`config.mk`:
```
export PLATFORM = sky130hd
export DESIGN_NAME = digit_sum_capture32
export DESIGN_NICKNAME = d
export VERILOG_FILES = /design/src/rtl/digit_sum_pkg.sv /design/src/rtl/digit_capture_cell.sv /design/src/rtl/digit_sum_capture32.sv
export SDC_FILE = /design/constraint.sdc
export NUM_CORES = 1
export LEC_CHECK = 0
export CAP_MARGIN = 10
export CELL_PAD_IN_SITES_DETAIL_PLACEMENT = 0
export CELL_PAD_IN_SITES_GLOBAL_PLACEMENT = 1
export CORE_ASPECT_RATIO = 1.5
export CORE_MARGIN = 3
export CORE_UTILIZATION = 45
export CTS_CLUSTER_SIZE = 16
export DETAILED_ROUTE_END_ITERATION = 10
export GPL_ROUTABILITY_DRIVEN = 0
export GPL_TIMING_DRIVEN = 0
export HOLD_SLACK_MARGIN = 0.05
export PLACE_DENSITY_LB_ADDON = 0.1
export SLEW_MARGIN = 20
export SYNTH_ARGS = -nofsm -noshare
export SYNTH_HDL_FRONTEND = slang
export SYNTH_HIERARCHICAL = 1
export SYNTH_SLANG_ARGS = --single-unit
export TNS_END_PERCENT = 1
```
`constraint.sdc`:
```
create_clock -name clk -period 3.6 [get_ports clk]
set_input_delay 0.36 -clock clk [delete_from_list [all_inputs] [get_ports clk]]
set_output_delay 0.36 -clock clk [all_outputs]
set_load 0.02 [all_outputs]
```
`src/rtl/digit_sum_pkg.sv`:
```
// Shared definitions for the dual-rail sum capture block.
// Latency: none (constants, types and a helper function only).
// Backpressure: not applicable.
package digit_sum_pkg;

    localparam int NUM_DIGITS = 32;

    // Dual-rail codes, written as {rail1, rail0}
    localparam logic [1:0] CODE_NULL    = 2'b00;
    localparam logic [1:0] CODE_DATA0   = 2'b01;
    localparam logic [1:0] CODE_DATA1   = 2'b10;
    localparam logic [1:0] CODE_ILLEGAL = 2'b11;

    typedef enum logic {
        ST_COLLECT = 1'b0,
        ST_FLUSH   = 1'b1
    } state_t;

    function automatic logic code_is_null(input logic [1:0] code);
        return code == CODE_NULL;
    endfunction

endpackage

```
`src/rtl/digit_capture_cell.sv`:
```
// One dual-rail digit: rail synchronizers plus the capture/flush handshake bit.
// Latency: input DATA to o_captured high is SYNC_STAGES+1 clocks.
// Backpressure: i_flush gates capture vs. release; the top decides when to flush.
module digit_capture_cell
    import digit_sum_pkg::*;
#(
    parameter int SYNC_STAGES = 2
) (
    input  logic clk,
    input  logic init_n,
    input  logic i_run,
    input  logic i_flush,
    input  logic i_r1,
    input  logic i_r0,
    output logic o_captured,
    output logic o_bit
`ifdef DIGIT_SUM_ILLEGAL_CHECK_EN
    ,
    output logic o_illegal
`endif
);

    logic [SYNC_STAGES-1:0] r_sync1;
    logic [SYNC_STAGES-1:0] r_sync0;
    logic                   r_captured;
    logic                   r_shadow;

    logic [1:0] w_code;
    logic       w_is_null;
    logic       w_is_data;

    assign w_code    = {r_sync1[SYNC_STAGES-1], r_sync0[SYNC_STAGES-1]};
    assign w_is_null = code_is_null(w_code);

`ifdef DIGIT_SUM_ILLEGAL_CHECK_EN
    // An 11 digit is neither DATA nor NULL, so it freezes this cell while present
    assign w_is_data = (w_code == CODE_DATA0) || (w_code == CODE_DATA1);
    assign o_illegal = (w_code == CODE_ILLEGAL);
`else
    assign w_is_data = !w_is_null;
`endif

    always_ff @(posedge clk or negedge init_n) begin
        if (!init_n) begin
            r_sync1 <= '0;
            r_sync0 <= '0;
        end else if (i_run) begin
            r_sync1 <= {r_sync1[SYNC_STAGES-2:0], i_r1};
            r_sync0 <= {r_sync0[SYNC_STAGES-2:0], i_r0};
        end
    end

    always_ff @(posedge clk or negedge init_n) begin
        if (!init_n) begin
            r_captured <= 1'b0;
            r_shadow   <= 1'b0;
        end else if (i_run) begin
            if (!i_flush && !r_captured && w_is_data) begin
                r_captured <= 1'b1;
                r_shadow   <= w_code[1];
            end else if (i_flush && r_captured && w_is_null) begin
                r_captured <= 1'b0;
            end
        end
    end

    assign o_captured = r_captured;
    assign o_bit      = r_shadow;

endmodule

```
`src/rtl/digit_sum_capture32.sv`:
```
// Captures a 32-digit dual-rail sum into a one-word valid/ready buffer (macro DIGIT_SUM_ILLEGAL_CHECK_EN adds err_illegal).
// Latency: word loads one clock after the last digit completes; digit completion is SYNC_STAGES+1 clocks.
// Backpressure: a full buffer holds COLLECT with sum_comp high, stalling the upstream counter losslessly.
module digit_sum_capture32
    import digit_sum_pkg::*;
#(
    parameter int SYNC_STAGES = 2
) (
    input  logic                  clk,
    input  logic                  init_n,
    input  logic [NUM_DIGITS-1:0] sum_r1,
    input  logic [NUM_DIGITS-1:0] sum_r0,
    output logic [NUM_DIGITS-1:0] sum_comp,
    output logic                  out_valid,
    input  logic                  out_ready,
    output logic [NUM_DIGITS-1:0] out_value
`ifdef DIGIT_SUM_ILLEGAL_CHECK_EN
    ,
    output logic                  err_illegal
`endif
);

    logic                  r_run;
    state_t                r_state;
    state_t                w_state_nxt;
    logic                  w_load;
    logic                  w_flush;
    logic                  w_all_captured;
    logic                  w_none_captured;
    logic                  w_buf_free;
    logic [NUM_DIGITS-1:0] w_captured;
    logic [NUM_DIGITS-1:0] w_shadow;
    logic                  r_out_valid;
    logic [NUM_DIGITS-1:0] r_out_value;

`ifdef DIGIT_SUM_ILLEGAL_CHECK_EN
    logic [NUM_DIGITS-1:0] w_illegal;
    logic                  r_err_illegal;
`endif

    // Release is seen on the first edge; logic starts working on the second
    always_ff @(posedge clk or negedge init_n) begin
        if (!init_n) begin
            r_run <= 1'b0;
        end else begin
            r_run <= 1'b1;
        end
    end

    assign w_flush = (r_state == ST_FLUSH);

    for (genvar gi = 0; gi < NUM_DIGITS; gi++) begin : g_digit
        digit_capture_cell #(
            .SYNC_STAGES (SYNC_STAGES)
        ) u_cell (
            .clk        (clk),
            .init_n     (init_n),
            .i_run      (r_run),
            .i_flush    (w_flush),
            .i_r1       (sum_r1[gi]),
            .i_r0       (sum_r0[gi]),
            .o_captured (w_captured[gi]),
            .o_bit      (w_shadow[gi])
`ifdef DIGIT_SUM_ILLEGAL_CHECK_EN
            ,
            .o_illegal  (w_illegal[gi])
`endif
        );
    end

    assign w_all_captured  = &w_captured;
    assign w_none_captured = ~|w_captured;
    assign w_buf_free      = !r_out_valid || out_ready;

    always_comb begin
        w_state_nxt = r_state;
        w_load      = 1'b0;
        case (r_state)
            ST_COLLECT: begin
                if (w_all_captured && w_buf_free) begin
                    w_load      = 1'b1;
                    w_state_nxt = ST_FLUSH;
                end
            end
            ST_FLUSH: begin
                if (w_none_captured) begin
                    w_state_nxt = ST_COLLECT;
                end
            end
            default: w_state_nxt = ST_COLLECT;
        endcase
    end

    always_ff @(posedge clk or negedge init_n) begin
        if (!init_n) begin
            r_state <= ST_COLLECT;
        end else if (r_run) begin
            r_state <= w_state_nxt;
        end
    end

    always_ff @(posedge clk or negedge init_n) begin
        if (!init_n) begin
            r_out_valid <= 1'b0;
            r_out_value <= '0;
        end else if (r_run) begin
            if (w_load) begin
                r_out_valid <= 1'b1;
                r_out_value <= w_shadow;
            end else if (r_out_valid && out_ready) begin
                r_out_valid <= 1'b0;
            end
        end
    end

`ifdef DIGIT_SUM_ILLEGAL_CHECK_EN
    always_ff @(posedge clk or negedge init_n) begin
        if (!init_n) begin
            r_err_illegal <= 1'b0;
        end else if (r_run && (|w_illegal)) begin
            r_err_illegal <= 1'b1;
        end
    end

    assign err_illegal = r_err_illegal;
`endif

    assign sum_comp  = w_captured;
    assign out_valid = r_out_valid;
    assign out_value = r_out_value;

endmodule
```
# Word level (Yosys, flattened, before mapping)
# Index checks and enable logic that the tools add are counted.
# classes
muxes	70
bitwise_logic	1
n_reduce_logical	330
# op_table
cell	n
$reduce_and 2->1	66
$logic_and 1x1->1	130
$mux 1	69
$logic_not 1->1	66
$reduce_bool 2->1	33
$logic_not 2->1	32
$reduce_and 32->1	1
$reduce_or 32->1	1
$pmux 1 s2	1
$logic_or 1x1->1	1
$not 1->1	1
# word_totals
reg_bits	227
in_bits	67

# Logic depth before layout (Yosys ltp)
# logic_depth
ltp_word	7
ltp_mapped	5
ltp_nobuf	4

# Hierarchy
# Netlist, hierarchy kept.
# modules_own_cells
mod	n_inst	cells_per_inst	area_each_um2	seq_area_each_um2
digit_capture_cell	32	19	252.7	150.1
digit_sum_capture32	1	101	1565.3	875.8

# Worst setup path before layout
# Ideal clock, no wire load.
# synth_path
kind	register to register
from	reg r_run
to	reg r_out_value[0], in the netlist out_value[0]
setup_time_ns	0.125
arrival_ns	2.471
required_ns	3.475
slack_ns	1.004
path_stages_with_launch	6
path_buffers	1
synth_period_minus_slack_ns	2.596
path_cell_list	dfrtp_1 -> nand4_1 -> nor4_2 -> nand3_2 -> buf_6 -> mux2_4
# synth_between
elab_chain_len	1
# synth_rtl
item	line	text
start, declared	digit_sum_capture32.sv:23	logic r_run;
start signal, assigned	digit_sum_capture32.sv:44	r_run <= 1'b0;
start signal, assigned	digit_sum_capture32.sv:46	r_run <= 1'b1;
$reduce_and 2->1 (no source line)	-	
end signal, assigned	digit_sum_capture32.sv:109	r_out_value <= w_shadow;
end, declared	digit_sum_capture32.sv:34	logic [NUM_DIGITS-1:0] r_out_value;
# No other way between the ends.
# A chain may end at the register's enable or synchronous reset.

# Worst setup path after layout
# layout_path
from	reg r_run
to	reg r_out_value[10], in the netlist out_value[10]
# Same word-level chain as after synthesis.

==> results.toml <==
[die]
die-area_mm2 = 0.0233
start_util = 0.458
num_rows = 65
die_w_um = 126
core_mm2 = 0.0211
io_pins = 132
die_y_um = 185

[min_path]
hp-class = "primary input to asynchronous set/reset pin"

[sta]
tns_ns = 0
tightest_slew_ns = 0.726
timing.hold.ws_ns = 0.366
slew_violations = 0
finalHoldViolCount = 0
rsz0062_at_grt = "false"
setup_violations = 0
clock_skew_ns = 0.0114
fin_crit_ns = 2.56
relSlewSlack = 0.516
finalCritPeriodShare = 0.712
max_freq_mhz = 390

[cells_and_area]
nNetsFinal = 937
drive_above_1_share = 0.269
fillers = 1730
multi_input_area_mm2 = 0.00358
n_antenna_cell = 0
seqCellArea_mm2 = 0.00569
area_delta_synth_final_pct = 25.8

[worst_setup_path]
startpoint_type = "register"
cpPeakStageDelay_ns = 0.91
critPathSlowestCell = "dfrtp_4"
endpoint_kind = "register"
arrival_ns = 2.94
reg2reg_from = "r_run$_DFF_PN0_"
path_cells = "nand4_1 -> nor4_2 -> nand3_2 -> buf_6 -> mux2_4"
startpoint = "r_run$_DFF_PN0_"
crit_type = "register to register"
path_max_fanout = 35
cp.required_ns = 3.98

[yosys]
synth.top_cell.area_share = 0.588
synth_seq_area_share = 0.588
yosys_warnings = 6
yosysTopAreaCell = "dfrtp_1"
yosys_most_used_dff = "dfrtp_1"
synth_edf_count = 0
synth.area.top_cells = "dfrtp_1, mux2_2, mux2_4, buf_6, nor2_1"
async_reset_ff_frac = 1.00
synth_area_per_cell_um2 = 13.6
syn-num-nets = 776
ys_ff_latch = 227
synth.distinct_cells = 21
syn_area_mm2 = 0.00965
synth_cells = 709

[pwr]
p_per_area_mw_per_mm2 = 662
leakage_nw = 5.13
vdd_drop_max_v = 0.000380

[global_routing]
grt_overflow = 0
antenna_found_initial = 0
grt_first_pass_wirelength_um = 34000
grt_max_degree = 89
grt_use_total = 0.177
grt_pass1_vias = 6632

[job]
maxCapViolations = 0

[drt]
first_iter_violations = 270
dr.pass1.iters = 4
drc_errors = 0
ant_nets = 0
wl_per_cell_um = 17.7
vias = 6169
wirelength_um = 20400
routed_via_density = 5.35

[clock_network]
cts_max_level = 1
postCtsSetupRepairBufs = 0
postCtsHoldBufs = 1
root_buffer = "clkbuf_16"
clk_latency_ns = 0.50
cts_tree = "yes"
clock_path_buffers = 3
clkSinkCount = 227
numCtsBuffers = 24
ctsResizeCount = 0
cts.clk_slew.worst_paths_ns = 0.06

[status]
run_status = "finished, final reports clean"

[placed_design]
dp_hpwl_um = 13900
portBuffers = 131
## per-stage QoR
stage	setup slack (ns)	instance area, um2	total power (W)	utilization	instances
global route	0.911	12100	0.00851	0.577	1153
finish	1.04	12100	0.00804	0.577	1153
floorplan	1.00	9650	0.00478	-	709
global placement	-7.24	11300	0.00568	0.536	1108
detailed placement	1.02	11400	0.00579	0.541	1111
CTS	0.974	12100	0.00818	0.577	1153
## sequential cells by signal, indices dropped and copies added, names as in the netlist
register	count
g_digit.u_cell/r_sync0	64
g_digit.u_cell/r_sync1	64
g_digit.u_cell/o_bit	32
g_digit.u_cell/o_captured	32
out_value	32
out_valid	1
r_run	1
r_state	1
## logic make-up after synthesis
kind of cell           share of synthesized area
AND/OR/NAND/NOR                           0.0849
other                                   0.000388
buffers and inverters                     0.0408
multiplexers                               0.198
AO/OA/AOI/OAI                             0.0879
flip-flops                                 0.588
## layout by cell type (no fill, tap or decap)
cell	instances
a32o_1	32
buf_12	1
buf_16	2
buf_6	35
buf_8	1
clkbuf_1	6
clkbuf_16	25
clkbuf_8	5
clkdlybuf4s50_1	130
clkinv_2	3
clkinv_4	1
clkinvlp_4	1
conb_1	1
dfrtp_1	225
dfrtp_4	2
dlygate4sd3_1	1
mux2_2	132
mux2_4	28
nand2_1	37
nand3_1	32
nand3_2	1
nand4_1	9
nand4b_1	1
nor2_1	97
nor2b_1	1
nor3_1	2
nor4_1	6
nor4_2	1
nor4b_1	1
o21a_1	32
o2bb2ai_1	32
o31ai_1	1
or3_1	1
## path summary, 6_finish.rpt
check / cells after the start / to / slack [ns]
hold reg to reg: 1 / g_digit[6].u_cell/o_bit$_DFFE_PN0P_ / 0.49
max in group asynchronous: 4 / g_digit[13].u_cell/o_bit$_DFFE_PN0P_ / 2.06
hold / removal: 2 / g_digit[6].u_cell/r_sync1[0]$_DFFE_PN0P_ / 0.37
min in group clk: 2 / g_digit[31].u_cell/r_sync0[0]$_DFFE_PN0P_ / 0.46
setup reg to reg: 5 / out_value[10]$_DFFE_PN0P_ / 1.04
setup / recovery: 5 / out_value[10]$_DFFE_PN0P_ / 1.04
## metal layers
metal	part of all wire	vias up	track usage	routed length (um)
li1	-	2898	-	-
met1	0.42	3115	0.218	8550
met2	0.52	132	0.317	10500
met3	0.052	24	0.0364	1060
met4	0.014	0	0.0451	292
met5	0	-	0	0
## critical path: cells and delay by family, from the launching register on
kind,cells,cell delay [ns]
muxes,1,0.31
DFF,1,0.91
buffers and inverters,1,0.28
and+or+nand+nor,3,0.93
## power breakdown
group	internal (W)	total [W]	switching (W)
combinational	0.00110	0.00198	0.000877
clock	0.00137	0.00233	0.000963
sequential	0.00313	0.00373	0.000596
## layout make-up
| class | instances | area share |
|---|---|---|
| Tap cell | 268 | 0.0276 |
| Clock inverter | 5 | 0.00258 |
| Buffer | 35 | 0.0325 |
| Multi-Input combinational cell | 447 | 0.295 |
| Clock buffer | 36 | 0.0590 |
| Timing Repair Buffer | 135 | 0.115 |
| Sequential cell | 227 | 0.468 |
## Yosys cell counts (all sizes together), types with 2 or more instances
cell       n
nor3       2
dfrtp    227
nor4       7
a32o      32
nand4      9
buf       35
mux2     160
o21a      32
nand2     37
nand3     33
o2bb2ai   32
nor2      97
Power figures use the tool's default switching activity.
